==> src/rtl/mac_dot_seq.sv <==
// Sequences one MAC unit through an N-element dot product and holds the scalar result
// on a valid/ready output until the consumer takes it.
module mac_dot_seq #(
  parameter int DATA_WIDTH = 8,
  parameter int ACC_WIDTH  = 16,
  parameter int LEN_WIDTH  = 8
) (
  input  logic                  clk,
  input  logic                  reset,
  input  logic                  start,
  input  logic [LEN_WIDTH-1:0]  len,
  output logic                  busy,
  input  logic                  in_valid,
  output logic                  in_ready,
  input  logic [DATA_WIDTH-1:0] a_data,
  input  logic [DATA_WIDTH-1:0] b_data,
  output logic [DATA_WIDTH-1:0] mac_b,
  output logic [DATA_WIDTH-1:0] mac_c,
  output logic                  mac_clear,
  output logic                  mac_output_signal,
  input  logic [ACC_WIDTH-1:0]  mac_result,
  output logic [ACC_WIDTH-1:0]  result,
  output logic                  out_valid,
  input  logic                  out_ready
);

  typedef enum logic [1:0] {IDLE, RUN, DRAIN, HOLD} state_t;

  localparam logic [LEN_WIDTH-1:0] LEN_ONE = 1;

  state_t               state;
  state_t               state_next;
  logic [LEN_WIDTH-1:0] cnt;
  logic [LEN_WIDTH-1:0] len_q;
  logic                 beat;
  logic                 last_beat;

  assign beat      = (state == RUN) && in_valid;
  assign last_beat = beat && (cnt == (len_q - LEN_ONE));

  always_ff @(posedge clk or posedge reset) begin
    if (reset) begin
      state <= IDLE;
    end else begin
      state <= state_next;
    end
  end

  // A zero-length job skips RUN; DRAIN then reads the accumulator that IDLE just cleared.
  always_comb begin
    state_next = state;
    case (state)
      IDLE:    if (start) state_next = (len != '0) ? RUN : DRAIN;
      RUN:     if (last_beat) state_next = DRAIN;
      DRAIN:   state_next = HOLD;
      HOLD:    if (out_ready) state_next = IDLE;
      default: state_next = IDLE;
    endcase
  end

  always_comb begin
    busy              = (state != IDLE);
    in_ready          = 1'b0;
    mac_clear         = 1'b1;
    mac_output_signal = 1'b0;
    mac_b             = '0;
    mac_c             = '0;
    out_valid         = 1'b0;
    case (state)
      RUN: begin
        mac_clear = 1'b0;
        in_ready  = 1'b1;
        // Stall cycles feed zeros so the accumulator adds nothing.
        if (in_valid) begin
          mac_b = a_data;
          mac_c = b_data;
        end
      end
      DRAIN: begin
        mac_clear         = 1'b0;
        mac_output_signal = 1'b1;
      end
      HOLD: begin
        out_valid = 1'b1;
      end
      default: begin
      end
    endcase
  end

  always_ff @(posedge clk or posedge reset) begin
    if (reset) begin
      cnt    <= '0;
      len_q  <= '0;
      result <= '0;
    end else begin
      if ((state == IDLE) && start && (len != '0)) begin
        len_q <= len;
        cnt   <= '0;
      end
      if (beat) begin
        cnt <= cnt + LEN_ONE;
      end
      if (state == DRAIN) begin
        result <= mac_result;
      end
    end
  end

endmodule

==> config.mk <==
export PLATFORM = sky130hd
export DESIGN_NAME = mac_dot_seq
export DESIGN_NICKNAME = d
export VERILOG_FILES = /design/src/rtl/mac_dot_seq.sv
export SDC_FILE = /design/constraint.sdc
export NUM_CORES = 1
export LEC_CHECK = 0
export CORE_MARGIN = 1
export CORE_UTILIZATION = 45
export DETAILED_ROUTE_END_ITERATION = 12
export HOLD_SLACK_MARGIN = 0.02
export PLACE_DENSITY_LB_ADDON = 0.08
export RECOVER_POWER = 100
export SLEW_MARGIN = 30
export SYNTH_ARGS = -nofsm -noshare
export SYNTH_HDL_FRONTEND = slang
export SYNTH_SLANG_ARGS = --single-unit
==> constraint.sdc <==
create_clock -name clk -period 3.1 [get_ports clk]
set_clock_uncertainty 0.05 [all_clocks]
set_input_delay 0.775 -clock clk [delete_from_list [all_inputs] [get_ports clk]]
set_output_delay 0.775 -clock clk [all_outputs]
set_load 0.02 [all_outputs]
==> impl_metrics.csv <==
group,metric,value,unit
status,status,"complete, but fails checks",
status,violations,"max-capacitance violations, max-slew violations",
critical_path,cp_data_arrival_time,2.16,ns
flow_run,drv_cap,1,
timing,final.setup.worst_slack,0.1136,ns
synth,yosysSeqAreaShare,45.98,%
floorplan,num_rows,22,
synth,synth-compound-area-share,8.452,%
power_and_ir_drop,power,0.002585,W
drt,num_vias,1670,
timing,fin_crit,2.986,ns
drt,detail_route.wl_per_cell,13.75,um
synth,synth_seq_cells,34,
drt,post-route-drc-count,0,
synth,synth_top_area_share,45.98,%
synth,syn_nets,225,
global_routing,grt_remaining_overflow,0,
place,gp_congestion,0.8059,
power_and_ir_drop,power.density,903.9,nW/um^2
synth,synthSimpleGateAreaFrac,16.02,%
finish,postLayoutCellArea,2860,um^2
finish,syn_to_final_growth,54.56,%
critical_path,path_max_fanout,9,
timing,worst_pin_slew,1.810,ns
floorplan,die_h,66.13,um
synth,avgSynthCellArea,10.70,um^2
synth,synth_top_family_by_area,"simple AND/OR/NAND/NOR gates",
finish,drive_above_1_share,15.21,%
place,io_buffers,81,
critical_path,critPathKind,"input pin to output port",
global_routing,first_global_vias,1633,
drt,vias_per_cell,5.370,
timing,setup_viol,0,
critical_path,worst_ep_required_time,2.27,ns
floorplan,io_pins,82,
synth,mappedNetlistArea,1851,um^2
place,dp_hpwl,3226,um
floorplan,core,3799,um^2
place,placed_area,2759,um^2
cts,clockBufferDepth,2,
power_and_ir_drop,leakage,1.247,nW
synth,yosysTopAreaCell,"dfrtp_1",
timing,min_period_over_period,96.34,%
cts,cts_htree_levels,2,
cts,root_buffer,"clkbuf_8",
cts,clock_latency,0.29,ns
cts,cts_tree,"yes",
synth,post_synth_xor_area_fraction,6.085,%
global_routing,track_usage,21.83,%
drt,ant_nets,0,
cts,numCtsBuffers,5,
synth,synthCells,173,
drt,initialDrtViolationCount,116,
synth,muxShareOfSynthArea,15.28,%
finish,final_nets,314,
place,dp_slack,0.1176,ns
synth,synth_cell_types,31,
floorplan,initial_utilization,48.72,%
finish,n_antenna_cell,0,
floorplan,die_width,66.13,um
timing,drv_slew,35,
timing,hold_violations,0,
critical_path,end_kind,"output port",
cts,clkSinkCount,34,
drt,drtPass1Iterations,4,
power_and_ir_drop,ir_drop,478.8,uV
timing,maxSlewHeadroom,-20.64,%
global_routing,grt_first_pass_wirelength,7120,um
critical_path,r2r_setup_slack,0.69,ns
global_routing,grt_max_degree,35,
cts,path_clk_slew,0.07,ns
cts,post_cts_buffers,0,
timing,grt_setup_unrepaired,"no",
synth,yosys.area_share.adder,4.733,%
synth,synth_warnings,0,
drt,wirelength,4275,um
floorplan,die_area,4373,um^2
global_routing,antenna_found_initial,0,
critical_path,cp-start-kind,"input pin",
synth,synth.area.top_cells,"dfrtp_1 46%, mux2_2 13%, and3_1 6.4%, ha_1 4.7%, xnor2_1 3.3%",
hold_path,hold_path.class,"flop to flop",
timing,fmax,0.3349,GHz
timing,setup_tns,0,ns
## report_power, final
part | switching, W | internal, W
Clock | 0.000168 | 0.000239
Combinational | 0.000673 | 0.000706
Sequential | 0.000163 | 0.000637
## layout by cell type (no fill, tap or decap), types with 2 or more instances in the layout
master           count
mux2_2              22
clkbuf_1             4
dfrtp_1             34
nor2_1               5
and3_1              19
nor4_1               2
nor3_1               4
o21ai_0             11
buf_4                5
o22ai_1              3
xor2_1               4
dlygate4sd3_1       21
a21oi_1              3
a22o_1               3
clkbuf_8             5
nand3_1              5
ha_1                 6
xnor2_1              7
clkinvlp_4           2
nand2_1             11
mux2i_1              2
inv_1                9
clkdlybuf4s50_1     60
nand2b_1             2
## synthesized netlist by cell type
library cell	count
clkbuf_1	8
a311oi_1	1
o22ai_1	3
nor3_2	1
mux2_4	1
nand2b_1	2
nor4b_1	1
nor3_1	4
a21o_1	1
nor4_2	1
xnor2_1	7
a221o_1	1
nand3b_1	1
nor2_1	5
a31oi_1	1
a22o_1	3
o21ai_0	11
dfrtp_1	34
mux2_2	22
nand3_1	5
a21oi_1	3
ha_1	7
nor4_1	2
mux2i_1	2
o2111ai_1	1
nand2_1	11
xor2_1	4
inv_1	9
xnor2_2	1
and3_1	19
and4_1	1
## kinds of logic after synthesis
kind of cell               Yosys count
buffers and inverters               17
AOI/OAI and AO/OA                   25
and+or+nand+nor                     53
xor gates and xnor gates            12
muxes                               25
adders and majority gates            7
DFF                                 34
## final cells by class
cell class,instances,area (um^2)
Inverter,9,33.78
Clock buffer,5,68.82
Sequential cell,34,850.8
Fill cell,277,938.4
Clock inverter,3,45.04
Multi-Input combinational cell,122,938.4
Timing Repair Buffer,90,863.3
Tap cell,48,60.06
## sequential cells by signal, indices dropped and copies added, names as in the netlist
name and cells:
result 16, cnt 8, len_q 8, state 2
## stage by stage
step	hold slack (ns)	utilization, %	cells
2_1_floorplan	0.4524	-	173
3_3_place_gp	0.4386	72.63	303
3_5_place_dp	0.4451	72.63	303
4_1_cts	0.4613	75.63	311
5_1_grt	0.4721	75.30	311
6_report	0.4519	75.30	311
## worst paths after layout
| path | from | to | cells past startpoint |
|---|---|---|---|
| worst max-delay path | in_valid | mac_b[3] | 4 |
| worst min-delay path | result[15]$_DFFE_PP0P_ | result[15]$_DFFE_PP0P_ | 1 |
| worst max register to register | state[1]$_DFFE_PP0P_ | state[1]$_DFFE_PP0P_ | 8 |
| worst min register to register | result[15]$_DFFE_PP0P_ | result[15]$_DFFE_PP0P_ | 1 |
| max in group asynchronous | reset | len_q[0]$_DFFE_PP0P_ | 3 |
| min in group asynchronous | reset | result[13]$_DFFE_PP0P_ | 3 |
## worst max-delay path: stages
cell and delay (ns):
clkdlybuf4s50_1 0.48, buf_4 0.14, and3_1 0.16, clkdlybuf4s50_1 0.61
## layer usage
metal | global-route usage (%) | vias up | share of wire [%]
li1 | - | 796 | -
met1 | 24.97 | 775 | 41
met2 | 36.35 | 86 | 47
met3 | 8.966 | 13 | 10
met4 | 7.979 | 0 | 2.1
met5 | 0 | - | 0
## timing repair
action,in CTS,in global routing
setup endpoints to repair,0,16
hold buffers,0,0
gates resized for setup,0,1
hold endpoints to repair,0,0
Note: power is estimated with default switching activity, not from simulation.
